--- src/rtl/dna_seq_pkg.sv ---
// Shared constants for the device-DNA sequencer: DNA width, bit-counter width
// and the FSM state encoding.
package dna_seq_pkg;

    localparam int DNA_WIDTH = 57;
    localparam int BIT_CNT_W = 6;

    typedef logic [2:0] seq_state_t;

    localparam logic [2:0] ST_IDLE  = 3'd0;
    localparam logic [2:0] ST_LOAD  = 3'd1;
    localparam logic [2:0] ST_SHIFT = 3'd2;
    localparam logic [2:0] ST_GAP   = 3'd3;
    localparam logic [2:0] ST_DONE  = 3'd4;

    localparam logic [BIT_CNT_W-1:0] LAST_BIT = BIT_CNT_W'(DNA_WIDTH - 1);

endpackage

--- src/rtl/dna_port_sequencer_if.sv ---
// Pin bundle between the sequencer and the DNA_PORT primitive.
// master = sequencer side, slave = primitive side.
interface dna_port_sequencer_if;

    logic dna_clk_o;
    logic dna_read_o;
    logic dna_shift_o;
    logic dna_din_o;
    logic dna_dout_i;

    modport master (
        output dna_clk_o,
        output dna_read_o,
        output dna_shift_o,
        output dna_din_o,
        input  dna_dout_i
    );

    modport slave (
        input  dna_clk_o,
        input  dna_read_o,
        input  dna_shift_o,
        input  dna_din_o,
        output dna_dout_i
    );

endinterface

--- src/rtl/dna_clk_divider.sv ---
// DNA clock divider: toggles dna_clk_o every CLK_DIV cycles and flags the
// rising/falling toggles. clear_i holds the clock low and the counter at zero.
module dna_clk_divider #(
    parameter int CLK_DIV = 4
) (
    input  logic clk,
    input  logic rst,
    input  logic clear_i,
    output logic dna_clk_o,
    output logic rise_o,
    output logic fall_o
);

    localparam int CW = (CLK_DIV > 1) ? $clog2(CLK_DIV) : 1;
    localparam logic [CW-1:0] LAST = CW'(CLK_DIV - 1);

    logic [CW-1:0] cnt_q, cnt_d;
    logic          clk_q, clk_d;
    logic          tick;

    assign tick = (cnt_q == LAST);

    always_comb begin
        cnt_d = tick ? '0 : cnt_q + CW'(1);
        clk_d = clk_q ^ tick;
        if (clear_i) begin
            cnt_d = '0;
            clk_d = 1'b0;
        end
    end

    always_ff @(posedge clk) begin
        if (rst) begin
            cnt_q <= '0;
            clk_q <= 1'b0;
        end else begin
            cnt_q <= cnt_d;
            clk_q <= clk_d;
        end
    end

    assign dna_clk_o = clk_q;
    assign rise_o    = tick & ~clk_q & ~clear_i;
    assign fall_o    = tick &  clk_q & ~clear_i;

endmodule

--- src/rtl/dna_port_sequencer.sv ---
// Reads the 57-bit device DNA through DNA_PORT and holds it for the register slave.
// Define DNA_DOUBLE_READ_EN to read twice per start and flag differing results.
module dna_port_sequencer
    import dna_seq_pkg::*;
#(
    parameter int CLK_DIV    = 4,
    parameter bit AUTO_START = 1'b0
) (
    input  logic                 ACLK,
    input  logic                 ARESET,
    input  logic                 start_i,
    output logic                 busy_o,
    output logic                 done_o,
    output logic                 dna_valid_o,
    output logic [DNA_WIDTH-1:0] dna_o,
    output logic                 mismatch_o,
    output seq_state_t           state_o,
    dna_port_sequencer_if.master dna_if
);

    seq_state_t           state_q, state_d;
    logic                 read_q, read_d;
    logic                 shift_q, shift_d;
    logic                 valid_q, valid_d;
    logic                 done_q, done_d;
    logic                 loaded_q, loaded_d;
    logic                 auto_q, auto_d;
    logic [DNA_WIDTH-1:0] dna_q, dna_d;
    logic [DNA_WIDTH-1:0] sr_q, sr_d;
    logic [BIT_CNT_W-1:0] bit_cnt_q, bit_cnt_d;
`ifdef DNA_DOUBLE_READ_EN
    logic                 mismatch_q, mismatch_d;
    logic                 pass_q, pass_d;
    logic                 gap_q, gap_d;
    logic [DNA_WIDTH-1:0] first_q, first_d;
`endif

    logic div_clear, dna_clk, rise, fall;

    assign div_clear = !((state_q == ST_LOAD) || (state_q == ST_SHIFT));

    dna_clk_divider #(.CLK_DIV(CLK_DIV)) u_div (
        .clk       (ACLK),
        .rst       (ARESET),
        .clear_i   (div_clear),
        .dna_clk_o (dna_clk),
        .rise_o    (rise),
        .fall_o    (fall)
    );

    always_comb begin
        state_d   = state_q;
        read_d    = read_q;
        shift_d   = shift_q;
        valid_d   = valid_q;
        done_d    = 1'b0;
        loaded_d  = loaded_q;
        auto_d    = auto_q;
        dna_d     = dna_q;
        sr_d      = sr_q;
        bit_cnt_d = bit_cnt_q;
`ifdef DNA_DOUBLE_READ_EN
        mismatch_d = mismatch_q;
        pass_d     = pass_q;
        gap_d      = gap_q;
        first_d    = first_q;
`endif
        case (state_q)
            ST_IDLE: begin
                auto_d = 1'b0;
                if (start_i || auto_q) begin
                    read_d    = 1'b1;
                    valid_d   = 1'b0;
                    loaded_d  = 1'b0;
                    bit_cnt_d = '0;
                    state_d   = ST_LOAD;
`ifdef DNA_DOUBLE_READ_EN
                    mismatch_d = 1'b0;
                    pass_d     = 1'b0;
                    gap_d      = 1'b0;
`endif
                end
            end
            ST_LOAD: begin
                // READ is sampled on the first rise; the fall after it presents bit 56.
                if (rise) loaded_d = 1'b1;
                if (fall && loaded_q) begin
                    sr_d      = {sr_q[DNA_WIDTH-2:0], dna_if.dna_dout_i};
                    read_d    = 1'b0;
                    shift_d   = 1'b1;
                    bit_cnt_d = BIT_CNT_W'(1);
                    state_d   = ST_SHIFT;
                end
            end
            ST_SHIFT: begin
                if (fall) begin
                    sr_d      = {sr_q[DNA_WIDTH-2:0], dna_if.dna_dout_i};
                    bit_cnt_d = bit_cnt_q + BIT_CNT_W'(1);
                    if (bit_cnt_q == LAST_BIT) begin
                        shift_d = 1'b0;
`ifdef DNA_DOUBLE_READ_EN
                        state_d = pass_q ? ST_DONE : ST_GAP;
`else
                        state_d = ST_DONE;
`endif
                    end
                end
            end
`ifdef DNA_DOUBLE_READ_EN
            ST_GAP: begin
                // First cycle parks the first result, second re-enters LOAD like an IDLE exit.
                if (!gap_q) begin
                    first_d = sr_q;
                    gap_d   = 1'b1;
                end else begin
                    gap_d     = 1'b0;
                    pass_d    = 1'b1;
                    read_d    = 1'b1;
                    loaded_d  = 1'b0;
                    bit_cnt_d = '0;
                    state_d   = ST_LOAD;
                end
            end
`endif
            ST_DONE: begin
                dna_d   = sr_q;
                valid_d = 1'b1;
                done_d  = 1'b1;
                state_d = ST_IDLE;
`ifdef DNA_DOUBLE_READ_EN
                mismatch_d = (first_q != sr_q);
`endif
            end
            default: state_d = ST_IDLE;
        endcase
    end

    always_ff @(posedge ACLK) begin
        if (ARESET) begin
            state_q   <= ST_IDLE;
            read_q    <= 1'b0;
            shift_q   <= 1'b0;
            valid_q   <= 1'b0;
            done_q    <= 1'b0;
            loaded_q  <= 1'b0;
            auto_q    <= AUTO_START;
            dna_q     <= '0;
            sr_q      <= '0;
            bit_cnt_q <= '0;
`ifdef DNA_DOUBLE_READ_EN
            mismatch_q <= 1'b0;
            pass_q     <= 1'b0;
            gap_q      <= 1'b0;
            first_q    <= '0;
`endif
        end else begin
            state_q   <= state_d;
            read_q    <= read_d;
            shift_q   <= shift_d;
            valid_q   <= valid_d;
            done_q    <= done_d;
            loaded_q  <= loaded_d;
            auto_q    <= auto_d;
            dna_q     <= dna_d;
            sr_q      <= sr_d;
            bit_cnt_q <= bit_cnt_d;
`ifdef DNA_DOUBLE_READ_EN
            mismatch_q <= mismatch_d;
            pass_q     <= pass_d;
            gap_q      <= gap_d;
            first_q    <= first_d;
`endif
        end
    end

    assign busy_o      = (state_q != ST_IDLE);
    assign done_o      = done_q;
    assign dna_valid_o = valid_q;
    assign dna_o       = dna_q;
    assign state_o     = state_q;
`ifdef DNA_DOUBLE_READ_EN
    assign mismatch_o  = mismatch_q;
`else
    assign mismatch_o  = 1'b0;
`endif

    assign dna_if.dna_clk_o   = dna_clk;
    assign dna_if.dna_read_o  = read_q;
    assign dna_if.dna_shift_o = shift_q;
    assign dna_if.dna_din_o   = 1'b0;

endmodule

--- src/flat_wrapper.sv ---
// flat-port wrapper written by rule: the top's interface ports become plain ports
module dna_port_sequencer_flat import dna_seq_pkg::*;
#(
    parameter int CLK_DIV    = 4,
    parameter bit AUTO_START = 1'b0
)
  (ACLK, ARESET, start_i, busy_o, done_o, dna_valid_o, dna_o, mismatch_o, state_o, dna_if_dna_clk_o, dna_if_dna_read_o, dna_if_dna_shift_o, dna_if_dna_din_o, dna_if_dna_dout_i);
  dna_port_sequencer_if dna_if_i ();
  input  logic ACLK;
  input  logic ARESET;
  input  logic start_i;
  output logic busy_o;
  output logic done_o;
  output logic dna_valid_o;
  output logic [DNA_WIDTH-1:0] dna_o;
  output logic mismatch_o;
  output seq_state_t state_o;
  output wire logic [$bits(dna_if_i.dna_clk_o)-1:0] dna_if_dna_clk_o;
  output wire logic [$bits(dna_if_i.dna_read_o)-1:0] dna_if_dna_read_o;
  output wire logic [$bits(dna_if_i.dna_shift_o)-1:0] dna_if_dna_shift_o;
  output wire logic [$bits(dna_if_i.dna_din_o)-1:0] dna_if_dna_din_o;
  input wire logic [$bits(dna_if_i.dna_dout_i)-1:0] dna_if_dna_dout_i;
  assign dna_if_dna_clk_o = dna_if_i.dna_clk_o;
  assign dna_if_dna_read_o = dna_if_i.dna_read_o;
  assign dna_if_dna_shift_o = dna_if_i.dna_shift_o;
  assign dna_if_dna_din_o = dna_if_i.dna_din_o;
  assign dna_if_i.dna_dout_i = dna_if_dna_dout_i;
  dna_port_sequencer #(.CLK_DIV(CLK_DIV), .AUTO_START(AUTO_START)) u_core (.ACLK(ACLK), .ARESET(ARESET), .start_i(start_i), .busy_o(busy_o), .done_o(done_o), .dna_valid_o(dna_valid_o), .dna_o(dna_o), .mismatch_o(mismatch_o), .state_o(state_o), .dna_if(dna_if_i));
endmodule
--- config.mk ---
export PLATFORM = sky130hd
export DESIGN_NAME = dna_port_sequencer_flat
export DESIGN_NICKNAME = d
export VERILOG_FILES = /design/src/rtl/dna_seq_pkg.sv /design/src/rtl/dna_port_sequencer_if.sv /design/src/rtl/dna_clk_divider.sv /design/src/rtl/dna_port_sequencer.sv /design/src/flat_wrapper.sv
export SDC_FILE = /design/constraint.sdc
export NUM_CORES = 1
export LEC_CHECK = 0
export ABC_AREA = 0
export ABC_CLOCK_PERIOD_IN_PS = 1600
export CORE_MARGIN = 2
export CORE_UTILIZATION = 51
export CTS_BUF_LIST = sky130_fd_sc_hd__clkbuf_4
export DETAILED_ROUTE_END_ITERATION = 8
export PLACE_DENSITY_LB_ADDON = 0.15
export SLEW_MARGIN = 20
export SYNTH_ARGS = -nofsm -noshare
export SYNTH_HDL_FRONTEND = slang
export SYNTH_SLANG_ARGS = --single-unit
--- constraint.sdc ---
create_clock -name ACLK -period 1.6 [get_ports ACLK]
set_input_delay 0.32 -clock ACLK [delete_from_list [all_inputs] [get_ports ACLK]]
set_output_delay 0.32 -clock ACLK [all_outputs]
set_load 0.05 [all_outputs]
# Yosys cells after proc, flatten, opt, wreduce, memory -nomap -nowiden
# Cells that the tools add are included.
# Widths: inputs -> output; s select.
# word_totals
regBits	131
out_inout_bits	68
elab_cells	71
# op_classes
addsub	2
n_eq_ne	10
n_mux	24
n_bitwise	7
reduce_logical	17
# op_table
cell	n
$mux 57	2
$pmux 57 s2	1
$mux 6	3
$pmux 6 s3	1
$mux 3	4
$reduce_and 4->1	3
$pmux 3 s3	1
$reduce_and 3->1	3
$mux 1	8
$pmux 1 s2	4
$add 6x1->6 const B	1
$eq 6x6->1 const B	1
$ne 2x1->1 const B	3
$reduce_bool 2->1	3
$reduce_bool 3->1	2
$and 1x1->1	4
$ne 2x2->1 const B	2
$eq 3x1->1 const B	1
$eq 3x2->1 const B	1
$eq 3x3->1 const B	1
$logic_not 3->1	1
$reduce_or 3->1	1
$add 2x1->2 const B	1
$eq 2x2->1 const B	1
6 further kinds	7

# Depth between registers and ports, before layout
# Gate-level depths: netlist of run 1.
# logic_depth
depth_word	6
mapped_depth	7
mapped_depth_nobuf	5

# Hierarchy
# A second synthesis of run 1 with hierarchy kept.
# hier_totals
hier_cells	596
area_unflattened_um2	4782.1
# by_module_without_submodules
mod	n_inst	cells_each	area_per_inst_um2	seq_area_each_um2
dna_port_sequencer	1	584	4630.7	2562.5
dna_clk_divider	1	12	151.4	60.1

# Worst setup path after synthesis of run 1
# OpenSTA, ideal clock, no wires.
# synth_timing
path_kind	flip-flop to flip-flop
start	reg u_core.u_div.clk_q, in the netlist u_core.u_div.dna_clk_o
end	reg u_core.sr_q[36]
setup_ns	0.072
arrival_ns	1.943
slack_ns	-0.414
stages_incl_launch_ff	7
path_buffers	2
path_cell_list	dfxtp_1 ha_1 nand4b_2 a21oi_2 buf_6 buf_6 mux2i_1
# synth_via
elab_chain_cells	5
# synth_rtl
element	line_no	text
start: declaration	dna_clk_divider.sv:18	logic clk_q, clk_d;
start signal: assignment	dna_clk_divider.sv:38	clk_q <= clk_d;
$and 1x1->1 (*) (2 in a row)	dna_clk_divider.sv:44	assign fall_o = tick & clk_q & ~clear_i;
$logic_and 1x1->1	dna_port_sequencer.sv:87	if (fall && loaded_q) begin
$ne 2x2->1 (no line)	--	
$reduce_and 3->1 (no line) (*)	--	
end signal: assignment	dna_port_sequencer.sv:165	sr_q <= sr_d;
end: declaration	dna_port_sequencer.sv:29	logic [DNA_WIDTH-1:0] sr_q, sr_d;
# Mark *: on every way between the ends. The rest lies on a longest branch, timed or not.
# A chain may end at the register's enable or synchronous reset.

# Worst setup path after layout of run 1
# layout_timing
start	reg u_core.state_q[1], in the netlist u_core.state_o[1]
end	out busy_o
# layout_via
elab_chain_cells	1
# layout_rtl
element	line_no	text
start: declaration	dna_port_sequencer.sv:21	seq_state_t state_q, state_d;
start signal: assignment	dna_port_sequencer.sv:157	state_q <= state_d;
$reduce_bool 3->1	dna_port_sequencer.sv:176	assign busy_o = (state_q != ST_IDLE);
end: declaration	flat_wrapper.sv:12	output logic busy_o;
# Every way passes these cells.

==> results of run 1 <==
## registers in the layout, indices dropped and copies added, names as in the netlist
| signal | flops |
|---|---|
| u_core.dna_o | 57 |
| u_core.sr_q | 57 |
| u_core.bit_cnt_q | 6 |
| u_core.state_o | 3 |
| u_core.u_div.cnt_q | 2 |
| u_core.dna_if.dna_read_o | 1 |
| u_core.dna_if.dna_shift_o | 1 |
| u_core.dna_valid_o | 1 |
| u_core.done_o | 1 |
| u_core.loaded_q | 1 |
| u_core.u_div.dna_clk_o | 1 |
## critical path: cells and delay by family, from the launching register on
kind	cells	cell delay (ps)
DFF	1	370
and+or+nand+nor	1	330
buffers and inverters	2	270
## cell type report
class,instances,share of cell area
well taps,133,0.02470
repair buffers,116,0.1781
clock buffers,18,0.02006
flip-flops and latches,131,0.3918
clock inverters,14,0.02581
multi-input cells,305,0.3562
inverters,6,0.003343
## cells in the mapped netlist (4+ instances only)
master	number
nor2_1	59
nor3b_1	5
nand3_1	7
ha_1	5
dfxtp_1	131
buf_2	8
clkbuf_1	16
buf_4	7
nand2b_1	62
inv_1	6
mux2i_1	115
a21oi_1	4
## logic make-up after synthesis
| family | count (synthesis) | share of synthesized area |
|---|---|---|
| buffers and inverters | 40 | 0.04100 |
| DFF | 131 | 0.5146 |
| other | 1 | 0.0007359 |
| and+or+nand+nor | 159 | 0.1716 |
| AOI/OAI and AO/OA | 24 | 0.03388 |
| muxes | 115 | 0.2259 |
| adders and majority gates | 5 | 0.01228 |
## per-stage QoR
stage / instance area, sq um / util / TNS [ps]
2_1_floorplan: 5164 / - / 0
3_3_place_gp: 5947 / 0.6112 / -1362
3_5_place_dp: 5947 / 0.6112 / -1577
4_1_cts: 6549 / 0.6731 / -1024
5_1_grt: 6738 / 0.6925 / -7394
6_report: 6738 / 0.6925 / -3067
## metal layers
metal  wire length (um)  up-vias  track usage  part of all wire
li1                   -     1830            -                 -
met1               4841     1745       0.2519              0.46
met2               5189       85       0.3087              0.49
met3                465        8      0.04010             0.044
met4                 65        0      0.06757            0.0062
met5                  0        -            0                 0
## timing repair
item,in CTS,in global routing
hold buffers,0,0
gates resized for setup,19,26
buffers inserted,14,9
cloned,4,3
endpoints found under the setup margin,45,102
pin swaps,2,9
## power groups by stage
stage               Combinational, mW  Sequential [mW]  Clock, mW
floorplan                       0.113             3.36          0
global placement                0.162             3.35          0
detailed placement              0.162             3.35          0
CTS                             0.198             3.27       2.45
global route                    0.226             3.27       2.62
finish                          0.212             3.27       2.40
## how the worst min path moves through the flow
stage	slack, ps	end
3_3_place_gp	460	u_core.u_div.cnt_q[0]
6_report	140	u_core.state_o[0]
3_5_place_dp	470	u_core.u_div.cnt_q[0]
4_1_cts	120	u_core.state_o[0]
2_1_floorplan	450	u_core.sr_q[56]
5_1_grt	100	u_core.state_o[0]
==> summary.md, run 1 <==
| Metric | Value |
|---|---|
| Outcome | complete, but fails checks |
| Failing checks | setup timing |
| Req. time, crit path | 1280 ps |
| FF-to-FF Start | u_core.state_o[0] |
| RSZ-0062 raised after global routing | true |
| Core area | 9729 sq um |
| Hold slack | 137.1 ps |
| Yosys reg bits | ~130 |
| DIE WIDTH | 104.0 um |
| Commonest non-fill, non-tap cells in the layout | dfxtp_1, mux2i_1, buf_4, nand2b_1, nor2_1 |
| Fin. max-slew vios | 0 |
| Clock power frac | 0.408 |
| Top_reg_cell synth | dfxtp_1 |
| Startpoint types | flip-flop |
| Worst hold path class | in -> reg |
| Leak | between 2 and 3 nW |
| # setup viols final | just over 60 |
| Area of the multi-input gates | 2400 sq um |
| Sequential area share after synthesis | 0.5146 |
| Most common cell after layout, fill and taps aside | dfxtp_1 |
| Initial core utilization | 0.5238 |
| Critical path class | reg -> out |
| CTS tree | done |
| Tot Pwr | just under 6 mW |
| CTS Sinks | roughly 130 |
| Warnings, synthesis | 0 |
| TritonRoute pass-1 iters | 5 |
| Global route total overflow | 0 |
| Skew-Pair Late Insertion Delay | 500 ps |
| RR Endpoint | u_core.sr_q[10] |
| Syn Area/Cell | 10.73 sq um |
| CP startpoint | u_core.state_o[1] |
| CP arrival | 1460 ps |
| Net Switching | 1.391 mW |
| Internal | 4.489 mW |
| CTS Buf Count | 17 |
| Cells after DPL | 665 |
| Filler instances | 746 |
| Area growth from synthesis to layout | 32.21% |
| Crit end category | output pin |
| Die H | a little over 100 um |
| Hpwl dp | between 6 and 7 mm |
| Worst vdd ir | 0.4713 mV |
| Area occupied by registers | 2640 sq um |
| Clock root cell | clkbuf_4 |
| Clock Tree Buf Depth | 2 |
| Number of unique standard cell types used by synthesis | 44 |
| Port Buffer Count | 69 |
| Total track usage | 0.1904 |
| Net Sw Frac | 0.2365 |
| # rows | 36 |
| Area share of the largest cell type after synthesis | 0.5146 |
| Slowest Stage Delay on Critical Path | 370 ps |
| Post-synth EDFFs | 0 |
| Fmax achieved | roughly 560 MHz |
| Period Utilization, post-route | 1.111 |
| Largest net degree at the start of global routing | 95 |
| Final Hold Violating Endpoints | 0 |
| Reg clk slew, reported paths | between 100 and 150 ps |
| Leading area contributor after synthesis | dfxtp_1 |
| Final Skew | 26.24 ps |
| DR DRC count | 0 |
| Final WL | 10.56 mm |
| Power per Cell Area | about 870 nW/um^2 |
| Nets | between 500 and 600 |
| Diode count | 0 |
| Post-route insts no fill | roughly 720 |
| Initial DRC count | between 90 and 100 |
| HP Start | ARESET |
| Logic gate share of total power | 0.036 |
| Share of layout cells above drive strength 1 | 0.2898 |
| Crit Path Max Fanout | 2 |
| Top post-synthesis cells by area | dfxtp_1, mux2i_1, nand2b_1 |
| Pre-CTS setup slack | -287.8 ps |
| Worst reg2reg setup slack | -160 ps |
| Vias in the first global route | 3448 |
| FF-to-FF path depth | 7 |
| Gp weighted congestion | 0.8306 |
| Via density | 5.073 |
| Fin crit period | 1778 ps |
| Hold Path Cell Cnt | 2 |
| Final antenna-violating net count | 0 |
| Global-route wire length before repair | 16.84 mm |
| Cells after Synth | about 480 |
| Final worst slack | -178.0 ps |
| CTS H-tree depth | 4 |
| Critical path's slowest cell | dfxtp_4 |
| CP Capture Point | busy_o |
| Async SR Flop Fraction | 0 |
| Register share of total power | 0.556 |
| Max Cap Viol | 0 |
| Total number of vias | approximately 3700 |
| Wirelength per Cell | 14.61 um |
| Critical path, cell by cell | buf_6, or3_4, buf_8 |
| Die area | 10810 sq um |
| Syn Std Cell Area | 5096 sq um |
| Initial antenna violation count | 0 |
| # IOs | 72 |
Note: power is estimated with default switching activity, not from simulation.
==> inputs of run 2 (changes only) <==
- CTS_CLUSTER_DIAMETER: default -> 150
- GPL_ROUTABILITY_DRIVEN: default -> 0
==> results of run 2 <==
No change in the layout: final DEF, timing and power equal those of run 1.
==> inputs of run 3 (changes only) <==
- PLACE_DENSITY: default -> 0.78
- PLACE_DENSITY_LB_ADDON: 0.15 -> default
==> summary.md, run 3 (synthesis results as in run 1) <==
| Metric | Value |
|---|---|
| Outcome | complete, but fails checks (unchanged) |
| Failing checks | setup timing (unchanged) |
| Max Cap Viol | 0 (unchanged) |
| # IOs | 72 (unchanged) |
| TritonRoute pass-1 iters | 6 (was 5) |
| CTS Sinks | 131 (unchanged) |
| Global route total overflow | 0 (unchanged) |
| DIE WIDTH | 104.0 um (unchanged) |
| Via density | 5.195 (was 5.073) |
| Register share of total power | 0.551 (was 0.556) |
| Clock Tree Buf Depth | 2 (unchanged) |
| Fin. max-slew vios | 0 (unchanged) |
| Net Sw Frac | 0.2450 (was 0.2365) |
| Wirelength per Cell | 15.34 um (was 14.61 um) |
| FF-to-FF Start | u_core.u_div.cnt_q[0] (was u_core.state_o[0]) |
| Final Skew | 20.03 ps (was 26.24 ps) |
| Leak | 2.485 nW (was 2.536 nW) |
| Post-route cell area | 6719 sq um (was 6738 sq um) |
| Logic gate share of total power | 0.032 (was 0.036) |
| RSZ-0062 raised after global routing | true (unchanged) |
| Tot Pwr | 5.932 mW (was 5.880 mW) |
| Most common cell after layout, fill and taps aside | dfxtp_1 (unchanged) |
| Final antenna-violating net count | 0 (unchanged) |
| Crit end category | output pin (unchanged) |
| Final worst slack | -203.1 ps (was -178.0 ps) |
| Total track usage | 0.1970 (was 0.1904) |
| Worst reg2reg setup slack | -160 ps (about the same) |
| CP startpoint | u_core.state_o[1] (unchanged) |
| Worst hold path class | in -> reg (unchanged) |
| Commonest non-fill, non-tap cells in the layout | dfxtp_1, mux2i_1, buf_4, nand2b_1, nor2_1 (unchanged) |
| Die area | 10810 sq um (unchanged) |
| Share of layout cells above drive strength 1 | 0.2889 (was 0.2898) |
| Post-route insts no fill | 718 (was 723) |
| Critical path class | reg -> out (unchanged) |
| Worst vdd ir | 0.5717 mV (was 0.4713 mV) |
| Die H | 104.0 um (unchanged) |
| Port Buffer Count | 69 (unchanged) |
| CP Capture Point | busy_o (unchanged) |
| Nets | 581 (was 586) |
| Initial antenna violation count | 0 (unchanged) |
| Power per Cell Area | 882.9 nW/um^2 (was 872.7 nW/um^2) |
| Initial DRC count | 107 (was 95) |
| Fmax achieved | 554.6 MHz (was 562.4 MHz) |
| Vias in the first global route | 3600 (was 3448) |
| Initial core utilization | 0.5238 (unchanged) |
| Post-DP Area | 5872 sq um (was 5947 sq um) |
| Net Switching | 1.453 mW (was 1.391 mW) |
| Pre-CTS setup slack | -280.4 ps (was -287.8 ps) |
| Hpwl dp | 6.053 mm (was 6.162 mm) |
| Clock power frac | 0.417 (was 0.408) |
| # rows | 36 (unchanged) |
| Req. time, crit path | 1280 ps (about the same) |
| Global-route wire length before repair | 17.57 mm (was 16.84 mm) |
| Cells after DPL | 660 (was 665) |
| Internal | 4.479 mW (was 4.489 mW) |
| # setup viols final | 60 (was 62) |
| FF-to-FF path depth | 7 (unchanged) |
| # hold bufs at CTS | 0 (unchanged) |
| CTS H-tree depth | 4 (unchanged) |
| Fin crit period | 1803 ps (was 1778 ps) |
| Clock root cell | clkbuf_4 (unchanged) |
| RR Endpoint | u_core.sr_q[15] (was u_core.sr_q[10]) |
| Core area | 9729 sq um (unchanged) |
| Hold slack | 199.9 ps (was 137.1 ps) |
| Diode count | 0 (unchanged) |
| Startpoint types | flip-flop (unchanged) |
| Area growth from synthesis to layout | 31.84% (was 32.21%) |
| Skew-Pair Late Insertion Delay | 490 ps (was 500 ps) |
| Largest net degree at the start of global routing | 117 (was 95) |
| DR DRC count | 0 (unchanged) |
| Reg clk slew, reported paths | 120 ps (was 130 ps) |
| Final Hold Violating Endpoints | 0 (unchanged) |
| Total number of vias | 3730 (was 3668) |
| CTS tree | done (unchanged) |
| Final WL | 11.02 mm (was 10.56 mm) |
| CTS Buf Count | 17 (unchanged) |
| Crit Path Max Fanout | 2 (unchanged) |
| CP arrival | 1480 ps (was 1460 ps) |
| Period Utilization, post-route | 1.127 (was 1.111) |
run 3: changes by cell type in the layout (fill, tap and decap cells not counted), sizes merged:
cell	previous run	this run
buf	110	108
bufbuf	1	0
clkbuf	21	18
clkinv	6	3
clkinvlp	0	1
inv	11	14
run 3: worst min-delay path by stage:
stage                                from                     to  slack, ps  cells after the start
floorplan                 u_core.sr_q[56]        u_core.sr_q[56]        450                      2
global placement    u_core.u_div.cnt_q[0]  u_core.u_div.cnt_q[0]        460                      1
detailed placement  u_core.u_div.cnt_q[0]  u_core.u_div.cnt_q[0]        480                      1
CTS                                ARESET      u_core.state_o[2]        180                      3
global route                       ARESET      u_core.state_o[2]        180                      3
finish                             ARESET      u_core.state_o[2]        200                      3
run 3: layout make-up:
class / count / area [sq um]
Clock buffer: 17 / 127.6
Clock inverter: 15 / 193.9
Fill cell: 729 / 3010
Inverter: 6 / 22.52
Multi-Input combinational cell: 305 / 2419
Sequential cell: 131 / 2640
Tap cell: 133 / 166.4
Timing Repair Buffer: 111 / 1150
run 3: through the flow:
step / util / TNS (ps)
2_1_floorplan: - / 0
3_3_place_gp: 0.6035 / -1167
3_5_place_dp: 0.6035 / -1656
4_1_cts: 0.6753 / -2470
5_1_grt: 0.6906 / -10790
6_report: 0.6906 / -7331
run 3: power by group through the flow:
stage / combinational, mW / clock [mW] / sequential, mW
floorplan: 0.113 / 0 / 3.36
global placement: 0.161 / 0 / 3.35
detailed placement: 0.164 / 0 / 3.35
CTS: 0.181 / 2.50 / 3.27
global route: 0.204 / 2.68 / 3.27
finish: 0.191 / 2.47 / 3.27
run 3: metal layers:
layer  track usage  routed length [um]
met1        0.2494                4947
met2        0.3322                5499
met4       0.06660                 102
met3       0.04449                 467
met5             0                   0
run 3: worst max-delay path, cell delays in order, from the launching register on:
cell and delay (ps):
dfxtp_4 360, buf_6 110, or3_4 370, buf_8 160
run 3: repair_timing:
action	CTS	global route
resized for setup	21	28
pin swaps	5	11
gates cloned	6	2
buffers inserted	15	7
endpoints found under the setup margin	62	115
